$ cat src/rtl/alu_arbiter.sv
// alu_arbiter: shares one 8-bit ALU between two requesters.
// Arbitration latches the winner's operands, then holds them on the ALU
// ports for one cycle (or MUL_LAT cycles for a multiply). The ALU result and
// zero flag are captured and returned through a valid/ready handshake.
// Only one operation is in flight at a time.
//
// Build option: define ALU_ARB_FIXED_PRIO_EN so that requester 0 always wins
// a tie. When it is undefined, ties alternate (round-robin on last_grant).
module alu_arbiter #(
    parameter int MUL_LAT = 2
) (
    input  logic        clk,
    input  logic        rst,
    input  logic        req0_valid,
    output logic        req0_ready,
    input  logic [7:0]  req0_a,
    input  logic [7:0]  req0_b,
    input  logic [3:0]  req0_ctrl,
    input  logic        req1_valid,
    output logic        req1_ready,
    input  logic [7:0]  req1_a,
    input  logic [7:0]  req1_b,
    input  logic [3:0]  req1_ctrl,
    output logic        resp0_valid,
    input  logic        resp0_ready,
    output logic        resp1_valid,
    input  logic        resp1_ready,
    output logic [15:0] resp_result,
    output logic        resp_zero,
    output logic [7:0]  alu_a,
    output logic [7:0]  alu_b,
    output logic [3:0]  alu_control,
    input  logic [15:0] alu_result,
    input  logic        alu_zero
);

    localparam logic [3:0] CTRL_MUL = 4'b1101;
    // Count is loaded with the number of extra EXEC cycles a multiply needs.
    localparam logic [3:0] MUL_LOAD = 4'(MUL_LAT - 1);

    typedef enum logic [1:0] {
        IDLE = 2'd0,
        EXEC = 2'd1,
        RESP = 2'd2
    } state_t;

    state_t      state_q, state_d;
    logic        owner_q, owner_d;
    logic        last_grant_q, last_grant_d;
    logic [3:0]  count_q, count_d;
    logic [7:0]  op_a_q, op_a_d;
    logic [7:0]  op_b_q, op_b_d;
    logic [3:0]  op_ctrl_q, op_ctrl_d;
    logic [15:0] result_q, result_d;
    logic        zero_q, zero_d;

    logic [1:0]  req_valid_vec;
    logic [1:0]  req_ready_vec;
    logic [1:0]  resp_ready_vec;
    logic [1:0]  resp_valid_vec;
    logic        grant_valid;
    logic        grant_id;
    logic        accept;
    logic        resp_take;
    logic [7:0]  sel_a;
    logic [7:0]  sel_b;
    logic [3:0]  sel_ctrl;

    assign req_valid_vec  = {req1_valid, req0_valid};
    assign resp_ready_vec = {resp1_ready, resp0_ready};

    // Grant select: a lone requester wins; a tie goes by priority policy.
    always_comb begin
        grant_valid = |req_valid_vec;
        grant_id    = 1'b0;
        case (req_valid_vec)
            2'b01:   grant_id = 1'b0;
            2'b10:   grant_id = 1'b1;
`ifdef ALU_ARB_FIXED_PRIO_EN
            2'b11:   grant_id = 1'b0;
`else
            2'b11:   grant_id = ~last_grant_q;
`endif
            default: grant_id = 1'b0;
        endcase
    end

    // Operand mux for the granted requester.
    always_comb begin
        sel_a    = grant_id ? req1_a    : req0_a;
        sel_b    = grant_id ? req1_b    : req0_b;
        sel_ctrl = grant_id ? req1_ctrl : req0_ctrl;
    end

    assign accept    = (state_q == IDLE) && grant_valid;
    assign resp_take = (state_q == RESP) && resp_ready_vec[owner_q];

    // Per-requester handshake outputs. Ready is suppressed while reset is
    // asserted so nothing looks accepted during reset.
    generate
        for (genvar gi = 0; gi < 2; gi++) begin : g_port
            localparam logic PORT_ID = 1'(gi);
            assign req_ready_vec[gi]  = (state_q == IDLE) && grant_valid &&
                                        (grant_id == PORT_ID) && !rst;
            assign resp_valid_vec[gi] = (state_q == RESP) && (owner_q == PORT_ID);
        end
    endgenerate

    assign req0_ready  = req_ready_vec[0];
    assign req1_ready  = req_ready_vec[1];
    assign resp0_valid = resp_valid_vec[0];
    assign resp1_valid = resp_valid_vec[1];
    assign resp_result = result_q;
    assign resp_zero   = zero_q;

    // State register.
    always_ff @(posedge clk or posedge rst) begin
        if (rst) begin
            state_q <= IDLE;
        end else begin
            state_q <= state_d;
        end
    end

    // Next-state logic: IDLE -> EXEC on accept, EXEC -> RESP when the hold
    // count runs out, RESP -> IDLE on the owner's response handshake.
    always_comb begin
        state_d = state_q;
        case (state_q)
            IDLE: if (accept) state_d = EXEC;
            EXEC: if (count_q == 4'd0) state_d = RESP;
            RESP: if (resp_take) state_d = IDLE;
            default: state_d = IDLE;
        endcase
    end

    // ALU drive: operands are presented only during EXEC, zero otherwise.
    always_comb begin
        alu_a       = 8'h00;
        alu_b       = 8'h00;
        alu_control = 4'h0;
        if (state_q == EXEC) begin
            alu_a       = op_a_q;
            alu_b       = op_b_q;
            alu_control = op_ctrl_q;
        end
    end

    // Datapath next values: latch on accept, count down in EXEC, capture
    // the ALU outputs on the last EXEC cycle and hold them through RESP.
    always_comb begin
        owner_d      = owner_q;
        last_grant_d = last_grant_q;
        count_d      = count_q;
        op_a_d       = op_a_q;
        op_b_d       = op_b_q;
        op_ctrl_d    = op_ctrl_q;
        result_d     = result_q;
        zero_d       = zero_q;
        case (state_q)
            IDLE: begin
                if (accept) begin
                    owner_d      = grant_id;
                    last_grant_d = grant_id;
                    op_a_d       = sel_a;
                    op_b_d       = sel_b;
                    op_ctrl_d    = sel_ctrl;
                    count_d      = (sel_ctrl == CTRL_MUL) ? MUL_LOAD : 4'd0;
                end
            end
            EXEC: begin
                if (count_q != 4'd0) begin
                    count_d = count_q - 4'd1;
                end else begin
                    result_d = alu_result;
                    zero_d   = alu_zero;
                end
            end
            default: ;
        endcase
    end

    // Datapath registers; last_grant resets to 1 so requester 0 wins first.
    always_ff @(posedge clk or posedge rst) begin
        if (rst) begin
            owner_q      <= 1'b0;
            last_grant_q <= 1'b1;
            count_q      <= 4'd0;
            op_a_q       <= 8'h00;
            op_b_q       <= 8'h00;
            op_ctrl_q    <= 4'h0;
            result_q     <= 16'h0000;
            zero_q       <= 1'b0;
        end else begin
            owner_q      <= owner_d;
            last_grant_q <= last_grant_d;
            count_q      <= count_d;
            op_a_q       <= op_a_d;
            op_b_q       <= op_b_d;
            op_ctrl_q    <= op_ctrl_d;
            result_q     <= result_d;
            zero_q       <= zero_d;
        end
    end

endmodule

$ cat config.mk
export PLATFORM = sky130hd
export DESIGN_NAME = alu_arbiter
export DESIGN_NICKNAME = d
export VERILOG_FILES = /design/src/rtl/alu_arbiter.sv
export SDC_FILE = /design/constraint.sdc
export NUM_CORES = 1
export LEC_CHECK = 0
export ABC_CLOCK_PERIOD_IN_PS = 2900
export CAP_MARGIN = 20
export CORE_MARGIN = 2
export CORE_UTILIZATION = 35
export DETAILED_ROUTE_END_ITERATION = 10
export PLACE_DENSITY = 0.71
export SYNTH_ARGS = -nofsm -noshare
export SYNTH_HDL_FRONTEND = slang
export SYNTH_SLANG_ARGS = --single-unit
$ cat constraint.sdc
create_clock -name clk -period 2.9 [get_ports clk]
set_input_delay 0.58 -clock clk [delete_from_list [all_inputs] [get_ports clk]]
set_output_delay 0.58 -clock clk [all_outputs]
set_load 0.02 [all_outputs]
==> results of run 1 <==
## worst paths after layout
| kind | from | end | slack (ps) |
|---|---|---|---|
| setup reg to reg | count_q[0] | resp_result[0] | 1030 |
| max in group asynchronous | rst | count_q[0] | 1690 |
| min in group asynchronous | rst | op_ctrl_q[2] | 820 |
| setup / recovery | req1_valid | req1_ready | 120 |
| hold reg to reg | op_ctrl_q[2] | op_ctrl_q[2] | 480 |
| hold / removal | op_ctrl_q[2] | op_ctrl_q[2] | 480 |
## metrics by stage
step	instances	area [sq um]	utilization	setup WS, ps
detailed placement	356	3250	0.549	139
floorplan	181	2140	-	369
CTS	364	3360	0.568	110
global placement	356	3250	0.549	117
finish	364	3360	0.568	124
global route	364	3360	0.568	35.0
## power groups by stage
stage / Clock (mW) / Sequential [mW] / Combinational, mW
5_1_grt: 0.515 / 1.15 / 2.08
2_1_floorplan: 0 / 1.24 / 1.04
4_1_cts: 0.487 / 1.11 / 1.96
3_3_place_gp: 0 / 1.10 / 1.93
6_report: 0.472 / 1.11 / 1.93
3_5_place_dp: 0 / 1.12 / 1.95
## per-layer routing
metal / GRT usage / wire length [um] / vias up
li1: - / - / 848
met1: 0.208 / 2390 / 842
met2: 0.273 / 2560 / 57
met3: 0.0424 / 288 / 7
met4: 0.0600 / 71 / 0
met5: 0 / 0 / -
## critical path: cells and delay by family
family	cells	cell delay, ps
AND/OR/NAND/NOR	1	210
AO/OA/AOI/OAI	1	330
buffers and inverters	2	1080
## state kept, by name, summed over array words and instances, names as in the netlist
signal / cells
resp_zero: 1
count_q: 4
op_ctrl_q: 4
op_a_q: 8
op_b_q: 8
last_grant_q: 1
resp_result: 16
owner_q: 1
state_q: 2
## layout by cell type (no fill, tap or decap)
master           netlist  routed
and2b_1                1       1
nand2_1                6       6
a21boi_1               1       1
nand2_2                1       1
and2_1                20      20
and3_1                 1       1
a22o_1                16      16
o21ai_0                4       4
or3_1                  1       1
dfrtp_1               44      44
nand2b_1               2       2
and4b_1                1       1
and2_4                 1       1
inv_2                  0       1
nor3b_2                1       1
a31oi_1                1       1
nor4_1                 1       1
a21o_1                18      18
inv_1                  5       4
nand4b_1               1       1
or2_2                  1       1
clkinv_4               0       1
mux2_1                 9       9
a21oi_1                2       2
o21ai_2                1       1
buf_4                  1       6
o311ai_0               1       1
clkbuf_1               2       1
mux2_2                 9       9
bufinv_16              0       1
dfstp_2                1       1
nor2_2                 1       1
clkdlybuf4s50_1        0     103
mux2i_1                7       7
o22ai_2                1       1
nor2_1                10      10
nor3_1                 1       1
clkbuf_8               0       5
ha_1                   2       2
## logic make-up after synthesis
logic type / after synthesis / synth area share
fa+ha+maj: 2 / 0.0117
buf+inv: 14 / 0.0385
mux: 25 / 0.127
simple gates: 50 / 0.134
flops: 45 / 0.526
compound gates: 45 / 0.163
## Yosys cell counts (2+ instances only)
library cell	instances	share of area
inv_1	5	0.0088
clkbuf_1	2	0.0035
a21oi_1	2	0.0047
mux2_2	9	0.047
a22o_1	16	0.065
mux2_1	9	0.047
a21o_1	18	0.063
nand2_1	6	0.011
ha_1	2	0.012
nor2_1	10	0.018
mux2i_1	7	0.033
o21ai_0	4	0.0093
and2_1	20	0.058
nand2b_1	2	0.0058
dfrtp_1	44	0.51
buf_2	3	0.0070
buf_6	3	0.016
## layout make-up
type,count,area share
Sequential cell,45,0.335
Timing Repair Buffer,109,0.320
Multi-Input combinational cell,122,0.278
Tap cell,75,0.0279
Clock buffer,6,0.0216
Clock inverter,2,0.0115
Inverter,5,0.00558
==> impl_metrics.toml, run 1 <==
[cts]
cts_tree = "done"
cts_htree_levels = 2
cts_buffer_depth = 2
cts_root_buf = "clkbuf_8"
cts-resized-gates = 0
cts_buffers = 5
hold_buffers = 0
clkSinkCount = 45
cts_setup_buffers = 0
clkLatencyLatePin_ps = 300
clk_pin_slew_ps = 90

[global_route]
antenna_found_initial = 0
grt_max_degree = 46
grt_first_pass_wirelength_um = 8350
grt_pass1_vias = 1784
grt_use_total = 0.165
grt_overflow_total = 0

[logic_synthesis]
yosysSeqAreaShare = 0.526
ys_ff_latch = 45
synthFlopType = "dfrtp_1"
synth-edff-count = 0
ys_warn_count = 0
synth.avg_cell_area_sq_um = 11.8
synthArstFlopShare = 1.00
synth.distinct_cells = 36
syn_nets = 246
synthCells = 181
synthesis.area_sq_mm = 0.00214

[setup_path]
reg2reg_depth = 5
critPathMostFrequentCell = "clkdlybuf4s50_1"
arrival_ps = 2200
crit_slowest_cell = "clkdlybuf4s50_1"
cp_slowest_stage_delay_ps = 600
worstPathRequired_ps = 2320
path_cells = "clkdlybuf4s50_1 > a21boi_1 > and3_1 > clkdlybuf4s50_1"
crit_path_end_kind = "output port"
worstPathMaxFanout = 4
critPathKind = "input pin to output port"
cp-start-kind = "input pin"

[power]
p_leak_nw = 1.51
power_frac_clock = 0.135
pwr-share-comb = 0.549
power_density_mw_per_mm2 = 1040
irDropWorstVdd_mv = 0.503
seq_power_share = 0.316
internal-power_mw = 2.22
p_total_mw = 3.51
p_sw_mw = 1.28
switching_share = 0.366

[floorplan]
design.core.area_sq_mm = 0.00592
die_y_um = 82.3
die-area_sq_mm = 0.00677
die_w_um = 82.3
placementRows = 28
start_util = 0.362
io_pins = 104

[routing]
wl_per_cell_um = 14.6
drc = 0
drt-total-wl_um = 5300
via_count = 1754
drt_iter0_drc = 85
first_pass_iters = 4
viasPerCell = 4.82
ant_nets = 0

[cells_and_area]
finish.net_count = 353
n_antenna_cell = 0
layout-drive-gt1-share = 0.107
nFillCells = 527
area_delta_synth_final_pct = 56.8
multiInputGateArea_sq_um = 935
ff_latch_area_sq_mm = 0.00113

[run_status]
run_status = "complete, no violations"

[sta]
holdWs_ps = 477
fin_crit_sh = 0.957
finalSetupViolations = 0
maxSlewHeadroom = 0.564
timing.fmax_mhz = 360
final-hold-violation-count = 0
rsz0062_at_grt = "false"
fin_skew_ps = 7.55
period_needed_ps = 2780
tightest_slew_ps = 653
drv_slew = 0
tns_ps = 0

[min_path]
hp-class = "flop to flop"
min_path_cells = 2

[run]
drv_cap = 0

[placed_design]
routabilityCongestion = 0.768
portBuffers = 103
dpl.hpwl_um = 3900
Power figures use the tool's default switching activity.
==> run 2: changes to the inputs <==
--- a/config.mk
+++ b/config.mk
@@ -6,7 +6,8 @@
 export NUM_CORES = 1
 export LEC_CHECK = 0
 export ABC_CLOCK_PERIOD_IN_PS = 2900
-export CAP_MARGIN = 20
+export CAP_MARGIN = 10
+export CORE_ASPECT_RATIO = 0.7
 export CORE_MARGIN = 2
 export CORE_UTILIZATION = 35
 export DETAILED_ROUTE_END_ITERATION = 10
==> run 2 against run 1 <==
Net effect: fmax increased by 0.92%; utilization up 0.88 points; worst hold slack better by 2.2 ps; cell count unchanged.
==> impl_metrics.toml, run 2 (same netlist as run 1, synthesis figures left out) <==
[setup_path]
critPathKind = "input pin to output port"
critPathMostFrequentCell = "clkdlybuf4s50_1"
crit_slowest_cell = "clkdlybuf4s50_1"
cp-start-kind = "input pin"
worstPathRequired_ps = 2320
cp_slowest_stage_delay_ps = 600
path_cells = "clkdlybuf4s50_1 > a21boi_1 > and3_1 > clkdlybuf4s50_1"
critPathTopFamily = "buffers and inverters"
worstPathMaxFanout = 3
crit_buf_inv = 2
arrival_ps = 2170
crit_path_end_kind = "output port"

[routing]
drc = 0
wl_met1_um = 2440
met2_length_um = 2210
drt_iter0_drc = 44
drt-total-wl_um = 5130
routed-wl-met3_um = 475
viasPerCell = 4.73
top_layer_used = "met3"
wl_per_cell_um = 14.1
first_pass_iters = 4
via_count = 1723
ant_nets = 0

[global_route]
grt_pass1_vias = 1842
grt_overflow_total = 0
grt_first_pass_wirelength_um = 8530
grt_max_degree = 46
antenna_found_initial = 0
grt_use_total = 0.152

[floorplan]
io_pins = 104
die_y_um = 69.5
design.core.area_sq_mm = 0.00581
die-area_sq_mm = 0.00678
die_w_um = 97.6
placementRows = 23
start_util = 0.369

[cells_and_area]
utilization = 0.577
layout-drive-gt1-share = 0.111
n_antenna_cell = 0
mostFrequentLayoutCell = "clkdlybuf4s50_1"
nFillCells = 496
area_delta_synth_final_pct = 56.3
multiInputGateArea_sq_um = 935
mostFrequentLayoutCells = "clkdlybuf4s50_1, dfrtp_1, and2_1, a21o_1, a22o_1"
finish.net_count = 353
largest_register_ff_count = 16
ff_latch_area_sq_mm = 0.00113

[cts]
clkSinkCount = 45
clkLatencyLatePin_ps = 290
clk_pin_slew_ps = 90
cts_htree_levels = 2
cts_buffers = 5
cts_setup_buffers = 0
cts-resized-gates = 0
cts_tree = "done"
cts_buffer_depth = 2
cts_root_buf = "clkbuf_8"
hold_buffers = 0

[run]
drv_cap = 0

[sta]
period_needed_ps = 2750
maxSlewHeadroom = 0.612
drv_slew = 0
final-hold-violation-count = 0
fin_skew_ps = 5.41
tns_ps = 0
fin_crit_sh = 0.949
timing.fmax_mhz = 363
rsz0062_at_grt = "false"
finalSetupViolations = 0
tightest_slew_ps = 582

[power]
irDropWorstVdd_mv = 0.505
p_leak_nw = 1.51
power_density_mw_per_mm2 = 1030

[placed_design]
routabilityCongestion = 0.734
portBuffers = 103
dpl.hpwl_um = 3780

[run_status]
run_status = "complete, no violations"

[min_path]
hp-class = "flop to flop"
==> run 2: changes by cell type in the layout (fill, tap and decap cells not counted) <==
| cell | delta |
|---|---|
| clkbuf_1 | -1 |
| bufinv_16 | -1 |
| clkinv_4 | -1 |
| clkbuf_8 | +2 |
| clkinv_2 | +1 |
==> run 2: final cells by class <==
cell class,instances,share of cell area
flip-flops and latches,45,0.336
repair buffers,109,0.321
multi-input cells,122,0.279
clock buffers,7,0.0287
well taps,75,0.0280
inverters,5,0.00560
clock inverters,1,0.00149
==> run 2: per-layer routing <==
metal  vias to the layer above  global-route usage
li1                        851                   -
met1                       806               0.199
met2                        66               0.241
met3                         0              0.0655
met4                         0              0.0231
met5                         -                   0
==> run 2: stage by stage <==
step	worst slack [ps]	instance area, sq um	power [mW]	hold slack, ps	std cells
after floorplan	369	2140	2.28	442	181
after global placement	157	3250	3.03	459	356
after detailed placement	139	3250	3.07	467	356
after CTS	138	3350	3.51	487	364
after global routing	83.9	3350	3.70	518	364
final	149	3350	3.45	479	364
==> run 2: report_power, final <==
group          switching, mW  internal, mW
Sequential             0.160         0.943
Clock                  0.207         0.216
Combinational          0.902          1.02
==> run 2: worst min-delay path, stage by stage (launching register included) <==
cell	delay, ps
dfrtp_1	350
nand2_1	40
o21ai_0	60
==> run 2: final timing paths <==
path / from / end / slack, ps / depth (start not counted)
max reg2reg: count_q[0] / resp_result[1] / 1110 / 5
min in group asynchronous: rst / op_ctrl_q[1] / 780 / 3
min reg2reg: op_ctrl_q[3] / op_ctrl_q[3] / 480 / 2
max in group asynchronous: rst / op_a_q[2] / 1700 / 3
min: op_ctrl_q[3] / op_ctrl_q[3] / 480 / 2
max: req1_valid / req1_ready / 150 / 4
